`config.mk`:
```
export PLATFORM = sky130hd
export DESIGN_NAME = keypad_scanner
export DESIGN_NICKNAME = d
export VERILOG_FILES = /design/src/rtl/keypad_pkg.sv /design/src/rtl/keypad_debounce.sv /design/src/rtl/keypad_scanner.sv
export SDC_FILE = /design/constraint.sdc
export NUM_CORES = 1
export LEC_CHECK = 0
export BUFFER_PORTS_ARGS = -buffer_cell sky130_fd_sc_hd__buf_2
export CORE_MARGIN = 1
export CORE_UTILIZATION = 50
export DETAILED_ROUTE_END_ITERATION = 7
export HOLD_SLACK_MARGIN = 0.12
export PLACE_DENSITY = 0.67
export SETUP_SLACK_MARGIN = 0.1
export SYNTH_ARGS = -nofsm -noshare
export SYNTH_HDL_FRONTEND = slang
export SYNTH_SLANG_ARGS = --single-unit
```
`constraint.sdc`:
```
create_clock -name clk -period 16.9 [get_ports clk]
set_clock_uncertainty 0.15 [all_clocks]
set_input_delay 0.845 -clock clk [delete_from_list [all_inputs] [get_ports clk]]
set_output_delay 0.845 -clock clk [all_outputs]
set_load 0.01 [all_outputs]
```
`src/rtl/keypad_pkg.sv`:
```
// Shared definitions for the 4x4 keypad scanner: matrix geometry, column
// strobe pattern, debounce FSM states, frame classification and helpers.
package keypad_pkg;

    localparam int NUM_ROWS = 4;
    localparam int NUM_COLS = 4;
    localparam int NUM_KEYS = NUM_ROWS * NUM_COLS;

    // Column 0 strobed, one-cold active-low (same convention as the display AN lines)
    localparam logic [NUM_COLS-1:0] COL_RESET = 4'b1110;

    typedef enum logic [1:0] {
        ST_IDLE         = 2'd0,
        ST_PRESS_WAIT   = 2'd1,
        ST_HELD         = 2'd2,
        ST_RELEASE_WAIT = 2'd3
    } deb_state_e;

    typedef enum logic [1:0] {
        FC_NONE   = 2'd0,
        FC_SINGLE = 2'd1,
        FC_MULTI  = 2'd2
    } frame_class_e;

    // Classification of one complete 16-key frame. code is meaningful only for FC_SINGLE.
    typedef struct packed {
        frame_class_e cls;
        logic [3:0]   code;
    } frame_info_t;

    // Snapshot bit index is {col_idx, row_idx}, so the index of the single set bit
    // is already the key code.
    function automatic frame_info_t classify_frame(input logic [NUM_KEYS-1:0] snap);
        frame_info_t info;
        int unsigned n;
        info.cls  = FC_NONE;
        info.code = 4'h0;
        n         = 0;
        for (int i = 0; i < NUM_KEYS; i++) begin
            if (snap[i]) begin
                n         = n + 1;
                info.code = i[3:0];
            end
        end
        if (n == 1) begin
            info.cls = FC_SINGLE;
        end else if (n > 1) begin
            info.cls = FC_MULTI;
        end
        return info;
    endfunction

    // Rotate the reset strobe left by the column index: 1110, 1101, 1011, 0111.
    function automatic logic [NUM_COLS-1:0] col_strobe(input logic [1:0] idx);
        logic [2*NUM_COLS-1:0] dbl;
        dbl = {COL_RESET, COL_RESET} << idx;
        return dbl[2*NUM_COLS-1:NUM_COLS];
    endfunction

endpackage

```
`src/rtl/keypad_debounce.sv`:
```
// Frame-level debounce for the keypad scanner. Consumes one classification
// per frame and produces the accepted key code, a one-cycle accept pulse and
// a held flag that lasts until a debounced release.
module keypad_debounce
    import keypad_pkg::*;
#(
    parameter int DEBOUNCE = 4
) (
    input  logic         clk,
    input  logic         rst_n,
    input  logic         frame_end,
    input  frame_class_e frame_class,
    input  logic [3:0]   frame_code,
    output logic [3:0]   key_code,
    output logic         key_valid,
    output logic         key_held
);

    localparam int CNT_W = $clog2(DEBOUNCE + 1);
    localparam logic [CNT_W-1:0] CNT_ONE  = CNT_W'(1);
    // cnt_q+1 reaching DEBOUNCE is the same as cnt_q sitting at DEBOUNCE-1
    localparam logic [CNT_W-1:0] CNT_LAST = CNT_W'(DEBOUNCE - 1);

    deb_state_e       state_q, state_d;
    logic [CNT_W-1:0] cnt_q, cnt_d;
    logic [3:0]       cand_q, cand_d;
    logic [3:0]       key_code_q, key_code_d;
    logic             key_valid_q, key_valid_d;
    logic             key_held_q, key_held_d;
    logic             accept;

    // State register and registered outputs
    always_ff @(posedge clk) begin
        if (!rst_n) begin
            state_q     <= ST_IDLE;
            cnt_q       <= '0;
            cand_q      <= 4'h0;
            key_code_q  <= 4'h0;
            key_valid_q <= 1'b0;
            key_held_q  <= 1'b0;
        end else begin
            state_q     <= state_d;
            cnt_q       <= cnt_d;
            cand_q      <= cand_d;
            key_code_q  <= key_code_d;
            key_valid_q <= key_valid_d;
            key_held_q  <= key_held_d;
        end
    end

    // Next-state logic: advances only on a frame boundary
    always_comb begin
        state_d = state_q;
        cnt_d   = cnt_q;
        cand_d  = cand_q;
        accept  = 1'b0;
        if (frame_end) begin
            case (state_q)
                ST_IDLE: begin
                    if (frame_class == FC_SINGLE) begin
                        cand_d = frame_code;
                        if (DEBOUNCE == 1) begin
                            accept  = 1'b1;
                            state_d = ST_HELD;
                            cnt_d   = '0;
                        end else begin
                            state_d = ST_PRESS_WAIT;
                            cnt_d   = CNT_ONE;
                        end
                    end
                end
                ST_PRESS_WAIT: begin
                    if (frame_class == FC_SINGLE && frame_code == cand_q) begin
                        if (cnt_q == CNT_LAST) begin
                            accept  = 1'b1;
                            state_d = ST_HELD;
                            cnt_d   = '0;
                        end else begin
                            cnt_d = cnt_q + 1'b1;
                        end
                    end else if (frame_class == FC_SINGLE) begin
                        // A different lone key restarts the qualification window
                        cand_d = frame_code;
                        cnt_d  = CNT_ONE;
                    end else begin
                        state_d = ST_IDLE;
                        cnt_d   = '0;
                    end
                end
                ST_HELD: begin
                    // Any key activity keeps us here: no rollover, no auto-repeat
                    if (frame_class == FC_NONE) begin
                        if (DEBOUNCE == 1) begin
                            state_d = ST_IDLE;
                            cnt_d   = '0;
                        end else begin
                            state_d = ST_RELEASE_WAIT;
                            cnt_d   = CNT_ONE;
                        end
                    end
                end
                ST_RELEASE_WAIT: begin
                    if (frame_class == FC_NONE) begin
                        if (cnt_q == CNT_LAST) begin
                            state_d = ST_IDLE;
                            cnt_d   = '0;
                        end else begin
                            cnt_d = cnt_q + 1'b1;
                        end
                    end else begin
                        state_d = ST_HELD;
                        cnt_d   = '0;
                    end
                end
                default: begin
                    state_d = ST_IDLE;
                    cnt_d   = '0;
                end
            endcase
        end
    end

    // Output logic: pulse and code update on acceptance, held tracks the pressed states
    always_comb begin
        key_valid_d = accept;
        key_code_d  = accept ? cand_d : key_code_q;
        key_held_d  = (state_d == ST_HELD) || (state_d == ST_RELEASE_WAIT);
    end

    assign key_code  = key_code_q;
    assign key_valid = key_valid_q;
    assign key_held  = key_held_q;

endmodule

```
`src/rtl/keypad_scanner.sv`:
```
// 4x4 matrix keypad scanner: strobes columns one-cold, synchronises and samples
// the active-low rows at the end of each column dwell, assembles a 16-key frame
// and hands its classification to the debounce FSM once per frame.
module keypad_scanner
    import keypad_pkg::*;
#(
    parameter int SCAN_DIV = 1024,
    parameter int DEBOUNCE = 4
) (
    input  logic                clk,
    input  logic                rst_n,
    input  logic [NUM_ROWS-1:0] row_in,
    output logic [NUM_COLS-1:0] col_out,
    output logic [3:0]          key_code,
    output logic                key_valid,
    output logic                key_held
);

    localparam int DW_W = (SCAN_DIV > 1) ? $clog2(SCAN_DIV) : 1;
    localparam logic [DW_W-1:0] DWELL_LAST = DW_W'(SCAN_DIV - 1);
    localparam logic [1:0]      COL_LAST   = 2'(NUM_COLS - 1);

    logic [NUM_ROWS-1:0] row_meta_q;
    logic [NUM_ROWS-1:0] row_sync_q;
    logic [DW_W-1:0]     dwell_q, dwell_d;
    logic [1:0]          col_idx_q, col_idx_d;
    logic [NUM_KEYS-1:0] snap_q, snap_d;
    logic                last_dwell;
    logic                frame_end;
    frame_info_t         frame_info;

    // Two-flop synchroniser; reset to the idle (all released) level so no phantom press appears
    always_ff @(posedge clk) begin
        if (!rst_n) begin
            row_meta_q <= '1;
            row_sync_q <= '1;
        end else begin
            row_meta_q <= row_in;
            row_sync_q <= row_meta_q;
        end
    end

    // Dwell counter and column rotation; frame ends on the last dwell cycle of column 3
    always_comb begin
        last_dwell = (dwell_q == DWELL_LAST);
        dwell_d    = last_dwell ? '0 : dwell_q + 1'b1;
        col_idx_d  = last_dwell ? col_idx_q + 1'b1 : col_idx_q;
        frame_end  = last_dwell && (col_idx_q == COL_LAST);
    end

    // Capture the settled rows of the current column; classify the completed frame including
    // the column-3 rows being captured this very cycle
    always_comb begin
        snap_d = snap_q;
        if (last_dwell) begin
            snap_d[{col_idx_q, 2'b00} +: NUM_ROWS] = ~row_sync_q;
        end
        frame_info = classify_frame(snap_d);
    end

    // Scan state registers; reset discards any partial frame and restarts at column 0
    always_ff @(posedge clk) begin
        if (!rst_n) begin
            dwell_q   <= '0;
            col_idx_q <= 2'd0;
            snap_q    <= '0;
        end else begin
            dwell_q   <= dwell_d;
            col_idx_q <= col_idx_d;
            snap_q    <= snap_d;
        end
    end

    assign col_out = col_strobe(col_idx_q);

    keypad_debounce #(
        .DEBOUNCE (DEBOUNCE)
    ) u_debounce (
        .clk         (clk),
        .rst_n       (rst_n),
        .frame_end   (frame_end),
        .frame_class (frame_info.cls),
        .frame_code  (frame_info.code),
        .key_code    (key_code),
        .key_valid   (key_valid),
        .key_held    (key_held)
    );

endmodule

```
# Word level (Yosys, flattened, before mapping)
# Index checks and enable logic that the tools add are counted.
# W data, S select, Z words.
# word_totals
ff_bits	51
inputBits	6
out_inout_bits	10
elab_cells	115
# classes
add_sub_neg	19
magnitude_cmp	1
eq_ne	13
n_shift	3
mux	59
n_bitwise	2
reduce_logical	7
# ops
operator	n
$add A32 B1 Y32 const B	15
$mux W32	15
$mux W4	17
$eq A32 B1 Y1 const B	1
$gt A32 B1 Y1 const B	1
$mux W2	10
$bwmux W16	1
$mux W16	1
$shift A4 B6 Y16 const A	1
$shiftx A4 B6 Y16	1
$mux W3	5
$pmux W3 S4	1
$add A10 B1 Y10 const B	1
$eq A10 B10 Y1 const B	1
$eq A2 B2 Y1 const B	5
$pmux W2 S4	1
$pmux W4 S2	1
$shl A8 B2 Y8 const A	1
$mux W1	7
$neg A4 Y6	1
$eq A2 B1 Y1 const B	2
$eq A4 B4 Y1	1
$logic_not A2 Y1	2
$ne A2 B1 Y1 const B	2
9 further kinds	10

# Logic depth before layout (Yosys ltp)
# logic_depth
word_depth	45
depth_mapped	55
depth_no_buf	54

# Modules after synthesis
# From an unflattened synthesis, not the netlist that was laid out.
# unflattened
cells_unflattened	573
area_unflattened_um2	4744.6
# by_module_without_submodules
module	instances	cells_each	area_per_inst_um2	seq_area_each_um2
keypad_scanner	1	484	3967.6	720.7
keypad_debounce	1	89	777.0	300.3

# Least setup slack after synthesis
# No wires, ideal clock.
# synth_path
path_type	reg2reg
startpoint	register col_idx_q[0]
endpoint	register u_debounce.cand_q[1]
t_arrival_ns	9.726
path_slack_ns	6.907
stages_incl_launch_ff	54
period_less_slack_ns	9.993
path_cell_list	dfxtp_1 > clkbuf_1 > inv_1 > ha_1 > nand3_1 > nor3_2 > mux2i_1 > ha_1 > xnor2_1 > ha_1 > nand2b_1 > o31ai_1 > a32oi_1 > ha_1 > mux2_2 > ha_1 > a21o_1 > o221a_2 > [18 not listed] > nand2_1 > nand2_1 > ha_1 > nor2_1 > a31oi_1 > ha_1 > mux2_2 > ha_1 > nand2_1 > nand2_1 > ha_1 > inv_1 > xnor2_1 > o32ai_1 > nand4_1 > nor4_4 > mux2i_1 > nor2_1
# synth_via
elab_chain_cells	43
word_cells_on_any_way	64
# synth_lines
element	line	text
start: declaration	keypad_scanner.sv:26	logic [1:0] col_idx_q, col_idx_d;
start signal: assignment	keypad_scanner.sv:69	col_idx_q <= col_idx_d;
$neg A4 Y6	keypad_scanner.sv:56	snap_d[{col_idx_q, 2'b00} +: NUM_ROWS] = ~row_sync_q;
$shiftx A4 B6 Y16 or $shift A4 B6 Y16 (tied branches)	keypad_scanner.sv:56	
$bwmux W16	keypad_scanner.sv:56	
$mux W16	keypad_scanner.sv:55	if (last_dwell) begin
$mux W1	keypad_pkg.sv:40	if (snap[i]) begin
$add A32 B1 Y32	keypad_pkg.sv:41	n = n + 1;
$mux W32	keypad_pkg.sv:40	
$add A32 B1 Y32	keypad_pkg.sv:41	
[27 not listed]	n/a	
$gt A32 B1 Y1	keypad_pkg.sv:47	end else if (n > 1) begin
$mux W2	keypad_pkg.sv:47	
$mux W2	keypad_pkg.sv:45	if (n == 1) begin
$eq A2 B1 Y1	keypad_debounce.sv:60, keypad_debounce.sv:73, keypad_debounce.sv:81	
$mux W4 or $logic_and A1 B1 Y1 (tied branches)	keypad_debounce.sv:60, keypad_debounce.sv:81, keypad_debounce.sv:73	
$mux W4	keypad_debounce.sv:73	if (frame_class == FC_SINGLE && frame_code == cand_q) begin
$pmux W4 S2	keypad_debounce.sv:58	case (state_q)
$mux W4 (*)	keypad_debounce.sv:57	if (frame_end) begin
end signal: assignment	keypad_debounce.sv:44	cand_q <= cand_d;
end: declaration	keypad_debounce.sv:26	logic [3:0] cand_q, cand_d;
# Mark *: on every way between the ends. The rest lies on a longest branch, timed or not.
# A chain may end at the register's enable or synchronous reset.

# Worst setup path in the final report
# Same ends and word-level chain as after synthesis.

==> flow_summary.html <==
<table>
<tr><th>Metric</th><th>Value</th></tr>
<tr><th colspan="2">Floorplanning</th></tr>
<tr><td>Initial standard-cell utilization of the core</td><td>0.515</td></tr>
<tr><td>Count of standard-cell rows</td><td>35</td></tr>
<tr><td>Horizontal die dimension</td><td>99.4 um</td></tr>
<tr><td>Core region area</td><td>9200 um2</td></tr>
<tr><td>Floorplan die height</td><td>99.4 um</td></tr>
<tr><td>I/O pins</td><td>16</td></tr>
<tr><td>Area of the die</td><td>9870 um2</td></tr>
<tr><th colspan="2">Setup path</th></tr>
<tr><td>Top fanout value on the critical path</td><td>13</td></tr>
<tr><td>Crit path buf inv count</td><td>4</td></tr>
<tr><td>Worst Setup Start Kind</td><td>flip-flop</td></tr>
<tr><td>Slowest-stage cell, CP</td><td>sky130_fd_sc_hd__o32ai_1</td></tr>
<tr><td>Cell with the most instances on the worst path</td><td>sky130_fd_sc_hd__ha_1</td></tr>
<tr><td>Endpoint arrival time on the critical path</td><td>11.41 ns</td></tr>
<tr><td>Cell family with the largest share of critical-path delay</td><td>adder cells</td></tr>
<tr><td>Maximum cell stage delay along the critical path</td><td>0.52 ns</td></tr>
<tr><td>Worst endpoint required time</td><td>16.94 ns</td></tr>
<tr><td>Kind of critical path</td><td>reg -&gt; reg</td></tr>
<tr><td>Element type at the critical path end</td><td>flip-flop</td></tr>
<tr><th colspan="2">Cells and area</th></tr>
<tr><td>Inserted Diodes</td><td>0</td></tr>
<tr><td>Fraction of final layout cells with drive strength greater than 1</td><td>0.126</td></tr>
<tr><td>Non-filler instance count after layout</td><td>699</td></tr>
<tr><td>Layout Area Growth over Synthesis</td><td>4.91%</td></tr>
<tr><td>Number of nets in the final layout</td><td>613</td></tr>
<tr><th colspan="2">Detailed routing</th></tr>
<tr><td>Average wire length per cell after detail routing</td><td>15.3 um</td></tr>
<tr><td>DRC marker count from the first detailed-route iteration</td><td>214</td></tr>
<tr><td>Total number of vias</td><td>4183</td></tr>
<tr><td>Total Wirelength</td><td>10700 um</td></tr>
<tr><td>First-pass detailed-route iteration total</td><td>4</td></tr>
<tr><td>ANT nets after route</td><td>0</td></tr>
<tr><td>Post-detailed-route DRC marker count</td><td>0</td></tr>
<tr><td>Vias per Instance</td><td>5.98</td></tr>
<tr><th colspan="2">Min path</th></tr>
<tr><td>Hold Crit Class</td><td>reg -&gt; reg</td></tr>
<tr><th colspan="2">Placement</th></tr>
<tr><td>Count of buffers inserted at the top-level ports</td><td>15</td></tr>
<tr><td>Placed wire-length estimate</td><td>8330 um</td></tr>
<tr><td>Final GP Congestion</td><td>0.897</td></tr>
<tr><td>Placed cell count</td><td>691</td></tr>
<tr><th colspan="2">Timing</th></tr>
<tr><td>Min cycle time layout</td><td>11.37 ns</td></tr>
<tr><td>Top achievable clock speed</td><td>0.0879 GHz</td></tr>
<tr><td>Setup repair after global routing missed its margin</td><td>no</td></tr>
<tr><td>Slew HR</td><td>0.423</td></tr>
<tr><td>Measured slew at the worst slew-check pin</td><td>0.841 ns</td></tr>
<tr><td>Total Neg Setup Slack</td><td>0 ns</td></tr>
<tr><td>Max Slew Vio Count</td><td>0</td></tr>
<tr><td>Worst hold margin</td><td>0.262 ns</td></tr>
<tr><td>Final worst path period share</td><td>0.673</td></tr>
<tr><td>Final hold viol count</td><td>0</td></tr>
<tr><td>Total setup violations reported at the end of the flow</td><td>0</td></tr>
<tr><th colspan="2">Yosys</th></tr>
<tr><td>Post-synth top flop</td><td>sky130_fd_sc_hd__dfxtp_1</td></tr>
<tr><td>Register bit count reported by yosys</td><td>51</td></tr>
<tr><td>Most frequent cell after synthesis</td><td>sky130_fd_sc_hd__nor2_1</td></tr>
<tr><td>Async set or reset register ratio after synthesis</td><td>0</td></tr>
<tr><td>Leading post-synthesis cells by cell area</td><td>sky130_fd_sc_hd__dfxtp_1 (22%), sky130_fd_sc_hd__nor2_1 (5.9%), sky130_fd_sc_hd__ha_1 (5.3%), sky130_fd_sc_hd__xnor2_1 (5.0%), sky130_fd_sc_hd__mux2i_1 (4.6%)</td></tr>
<tr><td>Portion of the post-synthesis area used by sequential elements</td><td>0.215</td></tr>
<tr><td>Cell type with the highest aggregate area in the netlist</td><td>sky130_fd_sc_hd__dfxtp_1</td></tr>
<tr><td>Synthesis Warnings</td><td>0</td></tr>
<tr><td>Post-synthesis instance total</td><td>583</td></tr>
<tr><td>Mapped Area</td><td>4740 um2</td></tr>
<tr><td>Synthesized netlist net count</td><td>609</td></tr>
<tr><td>Mapped Avg Cell Area</td><td>8.13 um2</td></tr>
<tr><td>Distinct cell type count of the synthesized netlist</td><td>84</td></tr>
<tr><td>Area share of the largest cell type after synthesis</td><td>0.215</td></tr>
<tr><td>Number of synthesized flops with an enable pin</td><td>0</td></tr>
<tr><td>Commonest cells in the synthesized netlist</td><td>sky130_fd_sc_hd__nor2_1 (75), sky130_fd_sc_hd__nand2_1 (56), sky130_fd_sc_hd__dfxtp_1 (51)</td></tr>
<tr><th colspan="2">Clock network</th></tr>
<tr><td>CTS tree</td><td>built</td></tr>
<tr><td>CTS H-tree depth</td><td>2</td></tr>
<tr><td>Num Clock Sinks</td><td>51</td></tr>
<tr><td>Number of setup buffers added after CTS</td><td>0</td></tr>
<tr><td>CTS Root Buffer Type</td><td>sky130_fd_sc_hd__clkbuf_8</td></tr>
<tr><td>Clock edge transition at the registers on the reported setup and hold paths</td><td>0.11 ns</td></tr>
<tr><td>Maximum buffer depth of the clock tree</td><td>2</td></tr>
<tr><td>Number of gates given a new drive strength after cts</td><td>0</td></tr>
<tr><td>Insertion delay to the later sink of the worst-skew pair</td><td>0.32 ns</td></tr>
<tr><td>Total CTS buffers</td><td>5</td></tr>
<tr><td>Cts hold-fix bufs</td><td>0</td></tr>
<tr><th colspan="2">Global route</th></tr>
<tr><td>Total congestion overflow</td><td>0</td></tr>
<tr><td>Initial antenna violation count</td><td>0</td></tr>
<tr><td>Tot GR Track Use</td><td>0.223</td></tr>
<tr><td>First-pass GRT wire length</td><td>18200 um</td></tr>
<tr><td>Via count of the first global-routing pass</td><td>3916</td></tr>
<tr><td>Pin count of the biggest net entering global routing</td><td>29</td></tr>
<tr><th colspan="2">Power and ir drop</th></tr>
<tr><td>Leakage Power</td><td>0.00192 uW</td></tr>
<tr><td>Total power divided by cell area</td><td>41.0 nW/um2</td></tr>
<tr><td>Peak supply drop</td><td>0.0000540 V</td></tr>
<tr><th colspan="2">Outcome</th></tr>
<tr><td>Result of the run</td><td>finished, final reports clean</td></tr>
<tr><th colspan="2">Flow run</th></tr>
<tr><td>Max Cap Violations</td><td>0</td></tr>
</table>
## cell families after synthesis
kind of cell    count (synthesis)  share of synthesized area
flops                          51                      0.215
compound gates                116                      0.181
buf+inv                        34                     0.0290
fa+ha+maj                      20                     0.0528
simple gates                  270                      0.303
xor+xnor                       55                      0.135
mux                            37                     0.0845
## state kept, by name (all words and copies together), names as in the netlist
register,cells
u_debounce.cnt_q,3
col_idx_q,2
snap_q,16
u_debounce.state_q,2
u_debounce.cand_q,4
dwell_q,10
u_debounce.key_code,4
row_sync_q,4
row_meta_q,4
u_debounce.key_held,1
u_debounce.key_valid,1
## where the power goes
part / internal, uW / total (uW) / switching [uW]
sequential: 122 / 123 / 1.46
clock: 30.5 / 75.7 / 45.2
combinational: 1.81 / 4.99 / 3.17
## layer usage
metal	share of wire	vias to the layer above	GRT usage
li1	-	2137	-
met1	0.50	1976	0.306
met2	0.48	63	0.377
met3	0.020	7	0.0239
met4	0.0064	0	0.0520
met5	0	-	0
## metrics by stage
step	cell area [um2]	utilization	total power [uW]	worst slack, ns
floorplan	4740	-	129	6.91
detailed placement	4880	0.530	131	5.65
finish	4970	0.541	204	5.53
global placement	4880	0.530	131	6.02
global route	4970	0.541	212	4.59
CTS	4970	0.541	206	5.60
## cells in the final DEF (no fill, tap or decap), types with 13 or more instances in the layout
master and count:
sky130_fd_sc_hd__a21oi_1 21, sky130_fd_sc_hd__buf_2 15, sky130_fd_sc_hd__dfxtp_1 51, sky130_fd_sc_hd__ha_1 20, sky130_fd_sc_hd__inv_1 15, sky130_fd_sc_hd__mux2_2 14
sky130_fd_sc_hd__mux2i_1 22, sky130_fd_sc_hd__nand2_1 56, sky130_fd_sc_hd__nand2b_1 15, sky130_fd_sc_hd__nand3_1 20, sky130_fd_sc_hd__nor2_1 75, sky130_fd_sc_hd__nor3_1 26
sky130_fd_sc_hd__o21ai_0 21, sky130_fd_sc_hd__or3_1 13, sky130_fd_sc_hd__xnor2_1 27, sky130_fd_sc_hd__xor2_1 13
## worst paths after layout
check	from	cells after the start	slack [ns]	end
hold / removal	row_meta_q[2]	1	0.26	row_sync_q[2]
setup / recovery	col_idx_q[0]	54	5.53	u_debounce.cand_q[1]
hold reg to reg	row_meta_q[2]	1	0.26	row_sync_q[2]
setup reg to reg	col_idx_q[0]	54	5.53	u_debounce.cand_q[1]
## worst register-to-register path, delay by kind of cell, from the launching register on
kind                       cells  cell delay, ns
DFF                            1            0.44
AOI/OAI and AO/OA             12            2.51
muxes                          5            1.26
and+or+nand+nor               17            2.19
buffers and inverters          4            0.35
xor gates and xnor gates       1            0.12
adders and majority gates     15            4.20
## final cells by class
| class | instances | area (um2) |
|---|---|---|
| flip-flops and latches | 51 | 1020 |
| clock buffers | 5 | 68.8 |
| fillers | 857 | 4220 |
| well taps | 111 | 139 |
| clock inverters | 3 | 27.5 |
| inverters | 16 | 60.1 |
| multi-input cells | 498 | 3580 |
| repair buffers | 15 | 75.1 |
(Power assumes the default switching activity.)
